`src/rtl/seq_detector_param.sv`:
```
// seq_detector_param
//   Serial pattern detector with a runtime-loadable pattern. It tracks the
//   length of the longest pattern prefix that ends at the newest accepted bit.
//   It emits a registered one-cycle pulse on every complete match and counts
//   the matches in a saturating counter.
//
// Ports
//   clk            rising-edge clock
//   reset          synchronous, active-high; restores PAT_INIT, clears all state
//   in / in_valid  serial data bit, accepted only while in_valid is high
//   cfg_load       load cfg_pattern into the pattern register, restart matching
//   cfg_pattern    new pattern, bit PAT_LEN-1 is matched first
//   cnt_clr        clear match_count (wins over a same-cycle increment)
//   out            one-cycle match pulse, registered
//   match_count    saturating match count
//   present_state  current matched-prefix length (0..PAT_LEN-1)
module seq_detector_param #(
    parameter int unsigned        PAT_LEN  = 4,
    parameter logic [PAT_LEN-1:0] PAT_INIT = 4'b1011,
    parameter bit                 OVERLAP  = 1'b1,
    parameter int unsigned        CNT_W    = 8
) (
    input  logic                       clk,
    input  logic                       reset,
    input  logic                       in,
    input  logic                       in_valid,
    input  logic                       cfg_load,
    input  logic [PAT_LEN-1:0]         cfg_pattern,
    input  logic                       cnt_clr,
    output logic                       out,
    output logic [CNT_W-1:0]           match_count,
    output logic [$clog2(PAT_LEN)-1:0] present_state
);

    localparam int unsigned   SW   = $clog2(PAT_LEN);
    localparam logic [SW-1:0] LAST = SW'(PAT_LEN - 1);

    if (PAT_LEN < 2 || PAT_LEN > 16) begin : g_bad_pat_len
        $error("seq_detector_param: PAT_LEN must be in 2..16");
    end

    logic [PAT_LEN-1:0] pat_q, pat_nx;
    logic [SW-1:0]      state_q, state_nx;
    logic               out_q, out_nx;
    logic [CNT_W-1:0]   cnt_q, cnt_nx;

    logic [31:0]        cur_len;
    logic [31:0]        best_len;
    logic [31:0]        pos;
    logic               ok;
    logic               cand_bit;
    logic               hit;

    // Pattern bit i in match order (i = 0 is the first bit compared).
    function automatic logic pat_bit(input logic [PAT_LEN-1:0] p, input int unsigned i);
        logic [PAT_LEN-1:0] sh;
        sh = p >> (PAT_LEN - 1 - i);
        return sh[0];
    endfunction

    // Fallback: the longest prefix of length k (1..PAT_LEN-1) that is a suffix of
    // the current matched prefix extended by 'in'. The same search covers a
    // plain advance (k = cur_len+1), a mismatch fallback, and the border taken
    // after a full match. It always uses the live pattern register.
    always_comb begin
        cur_len  = 32'(state_q);
        best_len = '0;
        pos      = '0;
        ok       = 1'b0;
        cand_bit = 1'b0;
        for (int unsigned k = 1; k < PAT_LEN; k++) begin
            ok = (k <= cur_len + 1);
            for (int unsigned j = 0; j < PAT_LEN - 1; j++) begin
                if (ok && (j < k)) begin
                    pos      = cur_len + 1 - k + j;
                    cand_bit = (pos == cur_len) ? in : pat_bit(pat_q, pos);
                    if (cand_bit != pat_bit(pat_q, j)) begin
                        ok = 1'b0;
                    end
                end
            end
            if (ok) begin
                best_len = k;
            end
        end
    end

    assign hit = (state_q == LAST) && (in == pat_q[0]);

    always_comb begin
        pat_nx   = pat_q;
        state_nx = state_q;
        out_nx   = 1'b0;
        cnt_nx   = cnt_q;

        if (cfg_load) begin
            pat_nx   = cfg_pattern;
            state_nx = '0;
        end else if (in_valid) begin
            out_nx = hit;
            if (hit && !OVERLAP) begin
                state_nx = '0;
            end else begin
                state_nx = SW'(best_len);
            end
            if (hit && (cnt_q != '1)) begin
                cnt_nx = cnt_q + CNT_W'(1);
            end
        end

        if (cnt_clr) begin
            cnt_nx = '0;
        end
    end

    always_ff @(posedge clk) begin
        if (reset) begin
            pat_q   <= PAT_INIT;
            state_q <= '0;
            out_q   <= 1'b0;
            cnt_q   <= '0;
        end else begin
            pat_q   <= pat_nx;
            state_q <= state_nx;
            out_q   <= out_nx;
            cnt_q   <= cnt_nx;
        end
    end

    assign out           = out_q;
    assign match_count   = cnt_q;
    assign present_state = state_q;

endmodule

```
`config.mk`:
```
export PLATFORM = sky130hd
export DESIGN_NAME = seq_detector_param
export DESIGN_NICKNAME = d
export VERILOG_FILES = /design/src/rtl/seq_detector_param.sv
export SDC_FILE = /design/constraint.sdc
export NUM_CORES = 1
export LEC_CHECK = 0
export BUFFER_PORTS_ARGS = -buffer_cell sky130_fd_sc_hd__clkbuf_2
export CAP_MARGIN = 40
export CORE_UTILIZATION = 45
export CTS_BUF_LIST = sky130_fd_sc_hd__clkbuf_8
export DETAILED_ROUTE_END_ITERATION = 16
export PLACE_DENSITY = 0.66
export SLEW_MARGIN = 5
export SYNTH_ARGS = -nofsm -noshare
export SYNTH_HDL_FRONTEND = slang
export SYNTH_SLANG_ARGS = --single-unit
```
`constraint.sdc`:
```
create_clock -name clk -period 3.4 [get_ports clk]
set_input_delay 0.17 -clock clk [delete_from_list [all_inputs] [get_ports clk]]
set_output_delay 0.17 -clock clk [all_outputs]
set_load 0.03 [all_outputs]
```
== Yosys cells after proc, flatten, opt, wreduce, memory -nomap -nowiden ==
Cells that the tools add are included.

* Bits in registers: 15
* Output and inout bits: 11
* Logic and storage cells: 71

* Add/sub/neg operators: 14
* Magnitude comparators: 3
* Equal/unequal tests: 15
* Shifts and indexed selects: 6
* Mux-type cells: 21
* Bitwise operators: 2
* Reduce and logical (&&, ||, !) cells: 6

{| class="wikitable"
|+ Operators with widths
! cell !! number
|-
| 32-bit by 2-bit == test with 1-bit output || 6
|-
| 4-bit by 32-bit >> shifter with 1-bit output || 6
|-
| 2-bit by 32-bit subtractor with 32-bit output (first input constant) || 5
|-
| 32-bit by 1-bit adder with 32-bit output (second input constant) || 2
|-
| 2-bit by 32-bit less-or-equal comparator with 1-bit output (first input constant) || 2
|-
| 1-bit by 32-bit less-or-equal comparator with 1-bit output (first input constant) || 1
|-
| 32-bit by 1-bit subtractor with 32-bit output (second input constant) || 1
|-
| 32-bit by 2-bit subtractor with 32-bit output (second input constant) || 1
|-
| 1-bit two-way mux || 19
|-
| 8-bit by 1-bit adder with 8-bit output (second input constant) || 1
|-
| 8-bit != test (second input constant) || 1
|-
| 1-bit != test || 6
|-
| 3-bit by 5-bit subtractor with 6-bit output (first input constant) || 1
|-
| 4-bit by 3-bit adder with 5-bit output (second input constant) || 1
|-
| 2-bit two-way mux || 2
|-
| 2-bit OR reduction || 2
|-
| 3-bit by 2-bit subtractor with 4-bit output (second input constant) || 1
|-
| 2-bit by 1-bit adder with 3-bit output (second input constant) || 1
|-
| 3-bit AND reduction || 1
|-
| 3-bit OR reduction || 1
|-
| 2-bit == test (second input constant) || 1
|-
| 1-bit logical AND || 2
|-
| 1-bit inverter || 2
|-
| 1-bit == test || 1
|}

== Depth between registers and ports, before layout ==
Gate-level depths: netlist (run 1).

* Word-level depth: 11
* Gate-level depth with buffers: 15
* Mapped depth without buffers: 14

== Least setup slack after synthesis (run 1) ==
Ideal clock, no wire load.

* Path kind: reg2reg
* From: reg state_q[0] (netlist: present_state[0])
* To: reg state_q[1] (netlist: present_state[1])
* Setup time: 70 ps
* Data arrival time: 3178 ps
* Slack: 152 ps
* Cell stages (with the launch flop): 16
* Path buffers: 2
* Cell sequence: dfxtp_1 > buf_6 > inv_1 > ha_1 > buf_2 > xnor2_1 > inv_1 > fa_1 > inv_1 > ha_1 > nand3b_1 > mux2i_1 > mux2i_1 > xnor2_1 > o41a_1 > a21oi_1

* Word-level cells in the longest chain between the ends: 11
* Elaborated cells between the ends (all ways): 45
* Classes of those cells: add/sub: 11; order compare: 2; eq/ne: 10; shift: 5; mux: 17

{| class="wikitable"
|+ Ends and longest elaborated chain
! element !! line !! RTL
|-
| start: declaration || 43 || <nowiki>logic [SW-1:0] state_q, state_nx;</nowiki>
|-
| start signal: assignment || 124 || <nowiki>state_q <= state_nx;</nowiki>
|-
| 2-bit by 1-bit adder with 3-bit output || 72, 75 ||
|-
| 32-bit by 2-bit subtractor with 32-bit output or 3-bit by 2-bit subtractor with 4-bit output (tied branches) || 75 || <nowiki>pos = cur_len + 1 - k + j;</nowiki>
|-
| 32-bit by 1-bit adder with 32-bit output or 2-bit by 32-bit subtractor with 32-bit output (tied branches) || 75, 57 ||
|-
| 2-bit by 32-bit subtractor with 32-bit output or 4-bit by 32-bit >> shifter with 1-bit output (tied branches) || 57 || <nowiki>sh = p >> (PAT_LEN - 1 - i);</nowiki>
|-
| 4-bit by 32-bit >> shifter with 1-bit output or 1-bit two-way mux (tied branches) || 57, 76 ||
|-
| 1-bit two-way mux or 1-bit != test (tied branches) || 76, 77 ||
|-
| 1-bit != test or 1-bit two-way mux (tied branches) || 77 || <nowiki>if (cand_bit != pat_bit(pat_q, j)) begin</nowiki>
|-
| 1-bit two-way mux, on equally long branches || 77, 74 ||
|-
| 1-bit two-way mux || 74 || <nowiki>if (ok && (j < k)) begin</nowiki>
|-
| 2-bit two-way mux or 1-bit two-way mux (tied branches) || 82, 74 ||
|-
| 2-bit two-way mux (*) || 82 || <nowiki>if (ok) begin</nowiki>
|}

Mark *: on every way between the ends. The rest lies on a longest branch, timed or not.
A chain may end at the register's enable or synchronous reset.

== Final worst setup path (run 1) ==
* From: reg state_q[1] (netlist: present_state[1])
* To: reg state_q[1] (netlist: present_state[1])

The elaborated chain is that of the path after synthesis.

==> results of run 1 <==
worst max-delay path: stages (launching register included):
cell and delay [ns]:
dfxtp_2 0.40, inv_1 0.08, ha_1 0.49, xnor2_2 0.18, inv_1 0.08, fa_1 0.45
inv_1 0.08, ha_1 0.17, nand3b_1 0.09, mux2i_1 0.19, mux2i_1 0.26, xnor2_1 0.09
o41a_1 0.33, a21oi_1 0.13
state kept, by name, indices dropped and copies added (netlist names):
register	count
match_count	8
pat_q	4
present_state	2
out	1
power by group:
| part | leakage, nW | switching, mW | internal (mW) |
|---|---|---|---|
| registers | 0.123 | 0.00663 | 0.180 |
| logic | 0.543 | 0.0762 | 0.0647 |
| clock network | 0.0255 | 0.0614 | 0.0809 |
how the worst max path moves through the flow:
stage | startpoint | to | slack, ns | depth (start not counted)
3_5_place_dp | present_state[1] | present_state[1] | 0.15 | 13
5_1_grt | present_state[1] | present_state[1] | 0.1 | 13
3_3_place_gp | present_state[1] | present_state[0] | 0.34 | 13
2_1_floorplan | present_state[0] | present_state[1] | 0.15 | 15
4_1_cts | present_state[1] | present_state[1] | 0.13 | 13
6_report | present_state[1] | present_state[1] | 0.33 | 13
cells in the final DEF, fill, tap and decap left out, types with 2 or more instances in the layout:
cell / instances
ha_1: 21
clkbuf_2: 20
dfxtp_1: 14
inv_1: 12
mux2i_1: 9
nor2_1: 8
conb_1: 8
xor2_1: 7
xnor2_1: 6
nand2_1: 6
or3_1: 5
o21ai_0: 5
nor2b_1: 4
a21oi_1: 4
a211o_1: 3
nand4_1: 3
fa_1: 3
clkbuf_8: 3
a31oi_1: 2
nand2b_1: 2
and3_1: 2
nand3b_1: 2
nand3_1: 2
metal layers:
| layer | vias up | GRT usage [%] | share of wire (%) |
|---|---|---|---|
| met1 | 473 | 22.4 | 51 |
| met4 | 0 | 3.21 | 0 |
| met3 | 0 | 2.33 | 2.5 |
| met5 | - | 0 | 0 |
| met2 | 17 | 28.1 | 46 |
| li1 | 517 | - | - |
area by class of cell:
cell class              instances  area, um^2
well taps                      31        38.8
fillers                       261        1240
inverters                      12        45.0
multi-input cells             114         951
clock buffers                   3        41.3
flip-flops and latches         15         302
clock inverters                 1        5.00
repair buffers                 21         108
through the flow:
step                instances  setup WS (ns)  util [%]  hold slack (ns)  cell area [um^2]
floorplan                 146          0.152         -            0.242              1320
global placement          193          0.336      52.5            0.378              1440
detailed placement        193          0.146      52.5            0.384              1440
CTS                       197          0.128      54.2            0.136              1480
global route              197         0.0961      54.5            0.152              1490
finish                    197          0.326      54.5            0.136              1490
cell usage after synthesis:
master,instances
a211o_1,3
a21oi_1,4
a31oi_1,2
a32oi_1,1
and3_1,2
and3_2,1
and4_1,1
buf_1,1
buf_2,1
buf_6,1
clkbuf_1,1
clkbuf_2,1
conb_1,2
dfxtp_1,15
fa_1,3
ha_1,21
inv_1,12
mux2i_1,9
mux4_2,1
nand2_1,6
nand2b_1,2
nand3_1,2
nand3b_1,2
nand4_1,3
nor2_1,8
nor2b_1,4
nor3_1,1
nor4b_1,1
o21a_1,1
o21ai_0,5
o31ai_1,1
o41a_1,1
or2_2,1
or3_1,5
xnor2_1,7
xnor3_1,1
xor2_1,7
cell families (layout without fill, tap and decap cells):
group | after synthesis | count (layout)
AO/OA/AOI/OAI | 18 | 18
adder cells (fa/ha/maj) | 24 | 24
XOR/XNOR | 15 | 15
buffers and inverters | 17 | 37
flip-flops | 15 | 15
multiplexers | 10 | 10
AND/OR/NAND/NOR | 39 | 39
other | 2 | 8
==> flow_metrics.py, run 1 <==
metrics = {
    "global_routing": {
        "grt_pass1_wl_um": 4210,
        "overflow": 0,
        "antenna_found_initial": 0,
        "track_usage_pct": 16.5,
        "grt_pass1_vias": 981,
        "grt_max_degree": 10,
    },
    "drt": {
        "dr.pass1.iters": 4,
        "routedWlPerCell_um": 12.1,
        "drt_iter0_drc": 14,
        "wirelength_um": 2380,
        "via_per_inst": 5.11,
        "ant_nets": 0,
        "vias": 1007,
        "drcViolationCount": 0,
    },
    "placement": {
        "io_buffers": 20,
        "finalWeightedCongestion": 0.856,
        "hpwlAfterDp_um": 1930,
    },
    "worst_hold_path": {
        "hold_end": "pat_q[3]",
        "min_path_type": "in2reg",
        "hold_depth": 2,
        "hp-start": "cfg_pattern[3]",
    },
    "synthesis": {
        "synth_top_family_by_area": "adder cells",
        "synth_top_cell_by_area": "dfxtp_1",
        "yosys-mux-area-fraction_pct": 8.70,
        "yosysTopAreaCellShare_pct": 23.2,
        "ys_types": 37,
        "synth_xor_xnor_area_share_pct": 11.2,
        "synth_area_leaders": "dfxtp_1 (23%), ha_1 (20%), mux2i_1 (7.0%)",
        "synth_area_per_cell_um2": 9.25,
        "synth-seq-cells": 15,
        "syn_area_um2": 1290,
        "synth-adder-area-share_pct": 24.9,
        "ys_warn_count": 0,
        "synthSimpleGateAreaFrac_pct": 16.5,
        "synth_compound_area_share_pct": 9.18,
        "ys_seq_area_share_pct": 23.2,
        "syn_inst": 140,
    },
    "layout": {
        "area_delta_synth_final_pct": 15.1,
        "antenna-diode-count": 0,
        "final_net_count": 201,
        "drive_above_1_share_pct": 18.1,
    },
    "power_and_ir_drop": {
        "total_power_uw": 470,
        "p_per_area_nw_per_um2": 316,
        "cellLeakagePower_nw": 0.691,
        "vdd_ir_drop_max_uv": 220,
    },
    "setup_path": {
        "startpoint_type": "register",
        "r2r-end": "present_state[1]",
        "critPathMaxFanout": 8,
        "r2r_setup_slack_ns": 0.33,
        "r2r-start": "present_state[1]",
        "cp.required_ns": 3.57,
        "arrival_ns": 3.24,
        "critical_path_class": "reg2reg",
        "r2r_cells": 13,
        "end_kind": "register",
    },
    "clock_tree": {
        "cts.path.max_buffers": 2,
        "clk_pin_slew_worst_paths_ns": 0.06,
        "root_buffer": "clkbuf_8",
        "hold_buffers": 0,
        "cts_buffers": 3,
        "cts_setup_buffers": 0,
        "cts_tree": "yes",
        "htreeDepth": 1,
        "clock_sink_count": 15,
        "post_cts_resized": 0,
        "clk_latency_ns": 0.24,
    },
    "floorplan": {
        "die-width_um": 55.6,
        "pin_count": 21,
        "die_h_um": 55.6,
        "start_util_pct": 47.4,
        "coreArea_um2": 2730,
        "row_count": 19,
        "dieArea_um2": 3100,
    },
    "timing": {
        "finalHoldViolations": 0,
        "min_period_over_period_pct": 90.4,
        "fmax_mhz": 325,
        "clock_skew_ns": 0.00238,
        "maxSlewViolCount": 0,
        "finalSetupViolCount": 0,
        "setup_tns_ns": 0,
        "rsz0062_at_grt": "false",
        "period_needed_ns": 3.07,
    },
    "outcome": {
        "status": "finished clean",
    },
    "flow_run": {
        "max_cap_violations": 0,
    },
}
Power figures use the tool's default switching activity.
==> inputs of run 2 (changes only) <==
--- a/config.mk
+++ b/config.mk
@@ -10,6 +10,7 @@
 export CORE_UTILIZATION = 45
 export CTS_BUF_LIST = sky130_fd_sc_hd__clkbuf_8
 export DETAILED_ROUTE_END_ITERATION = 16
+export MAX_ROUTING_LAYER = met4
 export PLACE_DENSITY = 0.66
 export SLEW_MARGIN = 5
 export SYNTH_ARGS = -nofsm -noshare
==> flow_metrics.py, run 2 (synthesized netlist as in run 1, its figures left out) <==
metrics = {
    "outcome": {
        "status": "finished clean",
    },
    "setup_path": {
        "arrival_ns": 3.24,
        "crit_chain": "inv_1 -> ha_1 -> xnor2_2 -> inv_1 -> fa_1 -> inv_1 -> ha_1 -> nand3b_1 -> mux2i_1 -> mux2i_1 -> xnor2_1 -> o41a_1 -> a21oi_1",
        "r2r_setup_slack_ns": 0.33,
        "critical_path_class": "reg2reg",
        "path_buf_inv": 3,
        "r2r-start": "present_state[1]",
        "cp.required_ns": 3.57,
        "r2r_cells": 13,
        "cp_top_family": "adder cells",
        "critPathMaxFanout": 8,
        "r2r-end": "present_state[1]",
        "slowest_delay_ns": 0.49,
        "path_common_cell": "inv_1",
        "cp_num_cells": 13,
        "startpoint_type": "register",
        "cp_slowest_cell": "ha_1",
        "end_kind": "register",
    },
    "worst_hold_path": {
        "min_path_type": "in2reg",
        "hold_depth": 2,
        "hold_end": "pat_q[3]",
        "hp-start": "cfg_pattern[3]",
    },
    "power_and_ir_drop": {
        "vdd_ir_drop_max_uv": 220,
        "cellLeakagePower_nw": 0.691,
        "p_int_uw": 326,
        "p_per_area_nw_per_um2": 316,
        "pwr-share-comb_pct": 30.0,
        "seqPwrFrac_pct": 39.7,
        "switching_power_uw": 144,
        "swShare_pct": 30.7,
        "p_clk_share_pct": 30.3,
    },
    "global_routing": {
        "grt_pass1_vias": 981,
        "track_usage_pct": 16.9,
        "grt_max_degree": 10,
        "antenna_found_initial": 0,
        "overflow": 0,
        "grt_pass1_wl_um": 4200,
    },
    "floorplan": {
        "coreArea_um2": 2730,
        "row_count": 19,
        "die-width_um": 55.6,
        "dieArea_um2": 3100,
        "start_util_pct": 47.4,
        "pin_count": 21,
        "die_h_um": 55.6,
    },
    "timing": {
        "min_period_over_period_pct": 90.4,
        "holdWs_ns": 0.136,
        "maxSlewViolCount": 0,
        "setup_tns_ns": 0,
        "period_needed_ns": 3.07,
        "finalSetupViolCount": 0,
        "fmax_mhz": 325,
        "clock_skew_ns": 0.00238,
        "finalHoldViolations": 0,
        "rsz0062_at_grt": "false",
    },
    "placement": {
        "io_buffers": 20,
        "finalWeightedCongestion": 0.869,
        "hpwlAfterDp_um": 1930,
    },
    "clock_tree": {
        "hold_buffers": 0,
        "clk_pin_slew_worst_paths_ns": 0.06,
        "cts_setup_buffers": 0,
        "clk_latency_ns": 0.24,
        "cts_tree": "yes",
        "htreeDepth": 1,
        "root_buffer": "clkbuf_8",
        "cts_buffers": 3,
        "clock_sink_count": 15,
        "post_cts_resized": 0,
        "cts.path.max_buffers": 2,
    },
    "layout": {
        "area_delta_synth_final_pct": 15.1,
        "largest_register_ffs": 8,
        "post-route-util_pct": 54.5,
        "antenna-diode-count": 0,
        "final_net_count": 201,
        "final_common_cell": "ha_1",
        "multi_input_comb_area_um2": 951,
        "layout_common_cells": "ha_1 (21), clkbuf_2 (20), dfxtp_1 (14), inv_1 (12), mux2i_1 (9)",
        "seq_area_um2": 302,
        "drive_above_1_share_pct": 18.1,
        "n_fill_cell": 261,
    },
    "drt": {
        "via_per_inst": 5.11,
        "vias": 1007,
        "drt_iter0_drc": 14,
        "ant_nets": 0,
        "routedWlPerCell_um": 12.1,
        "dr.pass1.iters": 4,
        "wirelength_um": 2380,
        "drcViolationCount": 0,
    },
    "flow_run": {
        "max_cap_violations": 0,
    },
}
[run 2: cell counts in the layout (fill, tap and decap cells not counted)]
Identical to the previous run, type by type.
[run 2: area by class of cell]
| class | instances | share of cell area, % |
|---|---|---|
| clock buffers | 3 | 2.77 |
| flip-flops and latches | 15 | 20.2 |
| clock inverters | 1 | 0.336 |
| inverters | 12 | 3.02 |
| multi-input cells | 114 | 63.8 |
| repair buffers | 21 | 7.22 |
| well taps | 31 | 2.60 |
[run 2: stage by stage]
| step | setup slack (ns) | cell area (um^2) | total power, mW | instances |
|---|---|---|---|---|
| floorplan | 0.152 | 1320 | 0.300 | 146 |
| global placement | 0.336 | 1440 | 0.324 | 193 |
| detailed placement | 0.146 | 1440 | 0.330 | 193 |
| CTS | 0.128 | 1480 | 0.474 | 197 |
| global route | 0.0961 | 1490 | 0.502 | 197 |
| finish | 0.326 | 1490 | 0.470 | 197 |
[run 2: power by group through the flow]
stage | registers (mW) | clock network, mW | logic [mW]
floorplan | 0.190 | 0 | 0.110
global placement | 0.190 | 0 | 0.134
detailed placement | 0.191 | 0 | 0.140
CTS | 0.187 | 0.146 | 0.141
global route | 0.188 | 0.153 | 0.161
finish | 0.187 | 0.142 | 0.141
[run 2: worst max path at each step]
| stage | end | slack, ns | from |
|---|---|---|---|
| 2_1_floorplan | present_state[1] | 0.15 | present_state[0] |
| 3_3_place_gp | present_state[0] | 0.34 | present_state[1] |
| 3_5_place_dp | present_state[1] | 0.15 | present_state[1] |
| 4_1_cts | present_state[1] | 0.13 | present_state[1] |
| 5_1_grt | present_state[1] | 0.1 | present_state[1] |
| 6_report | present_state[1] | 0.33 | present_state[1] |
[run 2: per-layer routing]
| metal | track usage [%] | up-vias | share of wire (%) |
|---|---|---|---|
| li1 | - | 517 | - |
| met1 | 22.4 | 473 | 51 |
| met2 | 28.1 | 17 | 46 |
| met3 | 2.33 | 0 | 2.5 |
| met4 | 3.21 | 0 | 0 |
| met5 | - | - | 0 |
